===== src/rtl/tx_frame_scheduler.sv =====
// tx_frame_scheduler: per-slot choice of data, replay, idle or PAUSE/RETRANS key for the RIFL TX framer
module tx_frame_scheduler #(
    parameter int REPLAY_DEPTH = 64,
    parameter int KEY_REPEAT   = 8,
    localparam int PTR_W       = $clog2(REPLAY_DEPTH)
) (
    input  logic             clk,
    input  logic             rst,
    input  logic             sof,
    input  logic             tx_up,
    input  logic             local_pause,
    input  logic             local_retrans,
    input  logic             remote_pause,
    input  logic             remote_retrans,
    input  logic             data_valid,
    output logic [17:0]      code,
    output logic             frame_new,
    output logic             frame_replay,
    output logic [PTR_W-1:0] frame_ptr
);
    localparam logic [17:0] DATA    = {2'b01, 16'h0000};
    localparam logic [17:0] IDLE    = {2'b10, 16'h0001};
    localparam logic [17:0] PAUSE   = {2'b10, 16'h0010};
    localparam logic [17:0] RETRANS = {2'b10, 16'h1000};
    localparam logic [3:0] KR = 4'(KEY_REPEAT);
    localparam logic [PTR_W:0] DEPTH_C = (PTR_W+1)'(REPLAY_DEPTH);
    localparam logic [PTR_W-1:0] ONE = PTR_W'(1);
    localparam bit MULTI = KEY_REPEAT > 1;

    typedef enum logic [1:0] {NORMAL, RETRANS_BURST, PAUSE_BURST} state_t;

    state_t           state, state_n;
    logic [3:0]       burst_cnt, burst_cnt_n;
    logic [PTR_W-1:0] wr_ptr, wr_ptr_n, rd_ptr, rd_ptr_n;
    logic [PTR_W:0]   sent_cnt, sent_cnt_n;
    logic             retrans_pend, retrans_pend_n;
    logic             replay_act, replay_act_n;
    logic             rr_prev, rr_prev_n;
    logic [17:0]      code_n;
    logic             frame_new_n, frame_replay_n;
    logic [PTR_W-1:0] frame_ptr_n;
    logic             edge_go, act_eff;
    logic [PTR_W-1:0] rd_eff, rd_inc;

    // State and output registers; a dropped link clears everything like reset
    always_ff @(posedge clk) begin
        if (rst || !tx_up) begin
            state        <= NORMAL;
            burst_cnt    <= '0;
            wr_ptr       <= '0;
            rd_ptr       <= '0;
            sent_cnt     <= '0;
            retrans_pend <= 1'b0;
            replay_act   <= 1'b0;
            rr_prev      <= 1'b0;
            code         <= IDLE;
            frame_new    <= 1'b0;
            frame_replay <= 1'b0;
            frame_ptr    <= '0;
        end else begin
            state        <= state_n;
            burst_cnt    <= burst_cnt_n;
            wr_ptr       <= wr_ptr_n;
            rd_ptr       <= rd_ptr_n;
            sent_cnt     <= sent_cnt_n;
            retrans_pend <= retrans_pend_n;
            replay_act   <= replay_act_n;
            rr_prev      <= rr_prev_n;
            code         <= code_n;
            frame_new    <= frame_new_n;
            frame_replay <= frame_replay_n;
            frame_ptr    <= frame_ptr_n;
        end
    end

    // Slot decision: bursts run to completion, then retrans > pause > remote pause > replay > new data
    always_comb begin
        state_n        = state;
        burst_cnt_n    = burst_cnt;
        wr_ptr_n       = wr_ptr;
        rd_ptr_n       = rd_ptr;
        sent_cnt_n     = sent_cnt;
        retrans_pend_n = retrans_pend | local_retrans;
        replay_act_n   = replay_act;
        rr_prev_n      = rr_prev;
        code_n         = code;
        frame_new_n    = frame_new;
        frame_replay_n = frame_replay;
        frame_ptr_n    = frame_ptr;
        edge_go        = sof & remote_retrans & ~rr_prev & (sent_cnt != '0);
        act_eff        = replay_act | edge_go;
        rd_eff         = edge_go ? wr_ptr - sent_cnt[PTR_W-1:0] : rd_ptr;
        rd_inc         = rd_eff + ONE;
        if (sof) begin
            rr_prev_n      = remote_retrans;
            replay_act_n   = act_eff;
            rd_ptr_n       = rd_eff;
            code_n         = IDLE;
            frame_new_n    = 1'b0;
            frame_replay_n = 1'b0;
            frame_ptr_n    = '0;
            if (state != NORMAL) begin
                code_n      = state == RETRANS_BURST ? RETRANS : PAUSE;
                burst_cnt_n = burst_cnt + 4'd1;
                state_n     = burst_cnt_n == KR ? NORMAL : state;
                burst_cnt_n = burst_cnt_n == KR ? 4'd0 : burst_cnt_n;
            end else if (retrans_pend) begin
                code_n         = RETRANS;
                retrans_pend_n = local_retrans;
                state_n        = MULTI ? RETRANS_BURST : NORMAL;
                burst_cnt_n    = MULTI ? 4'd1 : 4'd0;
            end else if (local_pause) begin
                code_n      = PAUSE;
                state_n     = MULTI ? PAUSE_BURST : NORMAL;
                burst_cnt_n = MULTI ? 4'd1 : 4'd0;
            end else if (remote_pause) begin
                code_n = IDLE;
            end else if (act_eff) begin
                code_n         = DATA;
                frame_replay_n = 1'b1;
                frame_ptr_n    = rd_eff;
                rd_ptr_n       = rd_inc;
                replay_act_n   = rd_inc != wr_ptr;
            end else if (data_valid) begin
                code_n      = DATA;
                frame_new_n = 1'b1;
                frame_ptr_n = wr_ptr;
                wr_ptr_n    = wr_ptr + ONE;
                sent_cnt_n  = sent_cnt == DEPTH_C ? sent_cnt : sent_cnt + 1'b1;
            end
        end
    end
endmodule

===== config.mk =====
export PLATFORM = sky130hd
export DESIGN_NAME = tx_frame_scheduler
export DESIGN_NICKNAME = d
export VERILOG_FILES = /design/src/rtl/tx_frame_scheduler.sv
export SDC_FILE = /design/constraint.sdc
export NUM_CORES = 1
export LEC_CHECK = 0
export BUFFER_PORTS_ARGS = -buffer_cell sky130_fd_sc_hd__buf_2
export CAP_MARGIN = 40
export CORE_MARGIN = 2
export CORE_UTILIZATION = 60
export CTS_CLUSTER_DIAMETER = 80
export DETAILED_ROUTE_END_ITERATION = 8
export GPL_TIMING_DRIVEN = 0
export PLACE_DENSITY = 0.9
export SETUP_SLACK_MARGIN = 0.3
export SLEW_MARGIN = 20
export SYNTH_ARGS = -nofsm -noshare
export SYNTH_HDL_FRONTEND = slang
export SYNTH_SLANG_ARGS = --single-unit
export TNS_END_PERCENT = 20

===== constraint.sdc =====
create_clock -name clk -period 7.6 [get_ports clk]
set_input_delay 1.14 -clock clk [delete_from_list [all_inputs] [get_ports clk]]
set_output_delay 1.14 -clock clk [all_outputs]
set_load 0.02 [all_outputs]

==> impl_table.tex <==
\begin{tabular}{lr}
\hline
Metric & Value \\
\hline
\multicolumn{2}{l}{\textbf{Power}} \\
\quad NetSw & between 90 and 100 µW \\
\quad Maximum ir drop on the vdd rail & approximately 0.11 mV \\
\quad Logic gate share of total power & 0.089 \\
\quad Switching share of total power & 0.227 \\
\quad Part of the total power dissipated in sequential elements & 0.500 \\
\quad Total Power Consumption & 437 µW \\
\quad Internal power of the cells & 338 µW \\
\quad Areal power density over the cells & between 150 and 200 nW/µm² \\
\quad Share of power burned in the clock network & 0.411 \\
\quad Reported leakage power & 0.00112 µW \\
\multicolumn{2}{l}{\textbf{Drt}} \\
\quad Number of detailed-route iterations in the first pass & 5 \\
\quad Post-detailed-routing wire length & around 5.4 mm \\
\quad Number of routed nets with antenna violations & 0 \\
\quad Violation count after the first detailed-routing iteration & about 190 \\
\quad Via count & approximately 2100 \\
\quad Post-detailed-route via-to-cell ratio & 5.75 \\
\quad Remaining design rule violation count & 0 \\
\quad Average detailed-routed wire length per instance & 14.7 µm \\
\multicolumn{2}{l}{\textbf{GRT}} \\
\quad Largest net degree at the start of global routing & 13 \\
\quad Met3 Resource Use GR & 0.0583 \\
\quad Global-route wire length before repair & 9.12 mm \\
\quad Met2 track demand over resource in global routing & 0.433 \\
\quad Overflow after GRT & 0 \\
\quad Most heavily used metal layer in global routing & met2 \\
\quad Initial antenna violation count & 0 \\
\quad Vias in the first global route & 1968 \\
\quad Overall global routing resource usage & 0.269 \\
\quad Met1 layer usage reported by global route & 0.358 \\
\multicolumn{2}{l}{\textbf{Final layout}} \\
\quad Growth of design area from synthesis to finish & 13.6\% \\
\quad Antenna diode instance count & 0 \\
\quad Multi-input gate area & 1440 µm² \\
\quad Number of fill cells in the layout & 286 \\
\quad Post-layout nets & 342 \\
\quad Area of all sequential standard cells & 821 µm² \\
\quad Ratio of cells with drive above 1 in the final layout & 0.168 \\
\quad Final standard cell utilization of the core & 0.728 \\
\multicolumn{2}{l}{\textbf{Timing}} \\
\quad Unrepaired setup endpoints after global routing & no \\
\quad Ratio of final minimum period to clock period & 0.465 \\
\quad Setup TNS & 0 ns \\
\quad Post-route minimum period & $\sim$3.5 ns \\
\quad Worst Clk Skew & 0.00391 ns \\
\quad Final hold violation count & 0 \\
\quad Final setup viols & 0 \\
\quad Actual transition at the worst max-transition pin & 0.604 ns \\
\quad Relative slew margins & 0.586 \\
\quad Number of pins with negative max-slew slack in the final report & 0 \\
\quad Fmax achieved & approximately 280 MHz \\
\multicolumn{2}{l}{\textbf{Synthesis}} \\
\quad Main combinational cell family by area after synthesis & simple AND/OR/NAND/NOR gates \\
\quad Summed instance area of the synthesized netlist & between 2000 and 2500 µm² \\
\quad Yosys synthesis warning count & 0 \\
\quad Area leader, netlist & dfxtp\_1 \\
\quad Ranking of synthesized cells by area & dfxtp\_1, nor2\_1, ha\_1, xnor2\_1, xor2\_1 \\
\quad Sequential area share after synthesis & 0.342 \\
\quad Share of the synthesized area in the top cell type & 0.342 \\
\quad Ys flop type & dfxtp\_1 \\
\quad Ys async rst share & 0 \\
\quad Post-synth EDFFs & 0 \\
\quad Flops \& latches, synth & between 40 and 50 \\
\quad Multiplexer share of the synthesized area & 0.0464 \\
\quad Most frequent cell after synthesis & nor2\_1 \\
\quad Count of different cell masters after synthesis & 50 \\
\quad Synthesized instance count & 281 \\
\quad Simple-gate area share of the yosys netlist & 0.222 \\
\quad Xor/xnor share of the synthesized area & 0.110 \\
\quad Average instance area after synthesis & 8.54 µm² \\
\quad Share of synthesized cell area in full adder, half adder and majority cells & 0.0657 \\
\quad Top cells by instance count after synthesis & nor2\_1, dfxtp\_1, a21oi\_1, nand2\_1 \\
\quad Complex-gate fraction of the synthesized area & 0.135 \\
\multicolumn{2}{l}{\textbf{Min path}} \\
\quad Number of stages on the worst hold path & 2 \\
\quad Hold Crit Start & frame\_replay \\
\quad Path type of the worst min-delay path & reg -> reg \\
\quad WHS Endpoint & frame\_replay \\
\multicolumn{2}{l}{\textbf{Outcome}} \\
\quad Run status & complete, no violations \\
\multicolumn{2}{l}{\textbf{Clocking}} \\
\quad Postcts setup bufs & 0 \\
\quad Max H-tree Level & 2 \\
\quad Post-cts hold buffer count & 0 \\
\quad Post-CTS sizing & 0 \\
\quad CTS Buffer Depth & 2 \\
\quad Clock tree from TritonCTS & yes \\
\quad Skew-Pair Late Insertion Delay & 0.29 ns \\
\quad Clock root cell & clkbuf\_8 \\
\quad Num Clock Sinks & 41 \\
\quad Post-CTS clock slew at the launch and capture registers of the worst setup and hold paths & around 0.070 ns \\
\quad TritonCTS buffer count & 5 \\
\multicolumn{2}{l}{\textbf{Worst setup path}} \\
\quad Reg-to-reg startpoint & sent\_cnt[1] \\
\quad Number of cells on the worst reg-to-reg path & 12 \\
\quad Launching element type of the critical path & primary input \\
\quad Worst-path fanout max & 10 \\
\quad Critical path's slowest cell & a311oi\_2 \\
\quad Setup Crit Path Kind & in -> reg \\
\quad Setup slack of the most critical reg-to-reg path & roughly 4.3 ns \\
\quad Terminus of the critical flop-to-flop path & replay\_act \\
\quad Delay-heaviest family, CP & compound AO/OA/AOI/OAI gates \\
\quad CP Cell Sequence & buf\_2 > nand2\_1 > a311oi\_2 > buf\_2 > mux2\_2 > ha\_1 > xor2\_1 > xnor2\_1 > nor3\_1 > nand3\_1 > o31a\_1 \\
\quad Endpoint type of the worst setup path & flip-flop \\
\quad Worst path required time & a little under 8 ns \\
\quad Critical path buffers and inverters & 2 \\
\quad CP Data Arrival Time & 3.72 ns \\
\quad Slowest Stage Delay on Critical Path & between 0.5 and 0.6 ns \\
\quad Most common cell type on the critical path & buf\_2 \\
\multicolumn{2}{l}{\textbf{Floorplan}} \\
\quad Number of top-level design ports & 35 \\
\quad Overall die width & 67.2 µm \\
\quad Initial core utilization & 0.641 \\
\quad Die Y & 67.2 µm \\
\quad Die area & 4520 µm² \\
\quad Rows & 22 \\
\quad Core outline area & roughly 3700 µm² \\
\multicolumn{2}{l}{\textbf{Placed design}} \\
\quad Count of buffers inserted at the top-level ports & 21 \\
\quad RePlAce Congestion & around 0.93 \\
\quad Half-perimeter wire length of the detailed placement result & 3.89 mm \\
\multicolumn{2}{l}{\textbf{Flow run}} \\
\quad Max-cap viol count & 0 \\
\hline
\end{tabular}
## registers in the layout, summed over array words and instances (netlist names)
register	cells
rd_ptr	6
replay_act	1
frame_ptr	6
frame_new	1
sent_cnt	7
state	2
frame_replay	1
burst_cnt	4
wr_ptr	6
rr_prev	1
retrans_pend	1
code	5
## worst min-delay path, stage by stage, from the launching register on
cell and delay (ns):
dfxtp_1 0.31, nand2_1 0.06, a21oi_1 0.05
## worst max path at each step
stage	cells past startpoint	from	slack, ns	to
floorplan	10	remote_retrans	4.19	replay_act
global placement	11	sof	3.85	replay_act
detailed placement	11	sof	3.81	replay_act
CTS	11	sof	4.13	replay_act
global route	11	sof	3.91	replay_act
finish	11	sof	4.06	replay_act
## per-layer routing
layer,vias to the layer above,part of all wire
met5,-,0
met4,0,0.020
met2,101,0.46
met1,976,0.44
li1,1037,-
met3,12,0.083
## through the flow
stage	cells	instance area, µm²	setup slack (ns)	hold WS (ns)
4_1_cts	370	2730	4.13	0.471
3_3_place_gp	362	2610	3.85	0.448
5_1_grt	370	2730	3.91	0.498
3_5_place_dp	362	2610	3.81	0.458
6_report	370	2730	4.06	0.467
2_1_floorplan	293	2440	4.19	0.463
## cell type report
class	instances	share of cell area
Inverter	10	0.0138
Timing Repair Buffer	21	0.0385
Tap cell	48	0.0220
Multi-Input combinational cell	218	0.527
Clock inverter	1	0.0110
Sequential cell	41	0.301
Buffer	24	0.0546
Clock buffer	7	0.0317
## power by group through the flow
| stage | Combinational (µW) | Sequential [µW] | Clock, µW |
|---|---|---|---|
| finish | 38.9 | 218 | 180 |
| global route | 42.5 | 219 | 189 |
| CTS | 38.5 | 218 | 183 |
| detailed placement | 38.0 | 223 | 0 |
| global placement | 37.5 | 223 | 0 |
| floorplan | 28.2 | 224 | 0 |
## cells by family after synthesis
| group | after synthesis |
|---|---|
| xor+xnor | 27 |
| compound gates | 49 |
| other cells | 1 |
| flops | 41 |
| mux | 11 |
| simple gates | 106 |
| buf+inv | 34 |
| fa+ha+maj | 12 |
## layout by cell type (no fill, tap or decap), types with 2 or more instances in the layout
master    count
nor2_1       47
dfxtp_1      41
buf_2        23
nand2_1      18
a21oi_1      18
xnor2_1      13
buf_4        13
conb_1       13
xor2_1       12
ha_1         11
inv_1        10
mux2i_1      10
clkbuf_1      9
nand3_1       9
o21ai_0       8
nor3_1        7
clkbuf_8      6
nor2b_1       3
a221oi_1      3
o22ai_1       3
or3_1         3
or2_2         2
nor4b_1       2
nor3b_1       2
and4_1        2
nand4_1       2
and3_1        2
o221a_2       2
o211ai_1      2
a32oi_1       2
o31a_1        2
xnor3_1       2
Power figures use the tool's default switching activity.
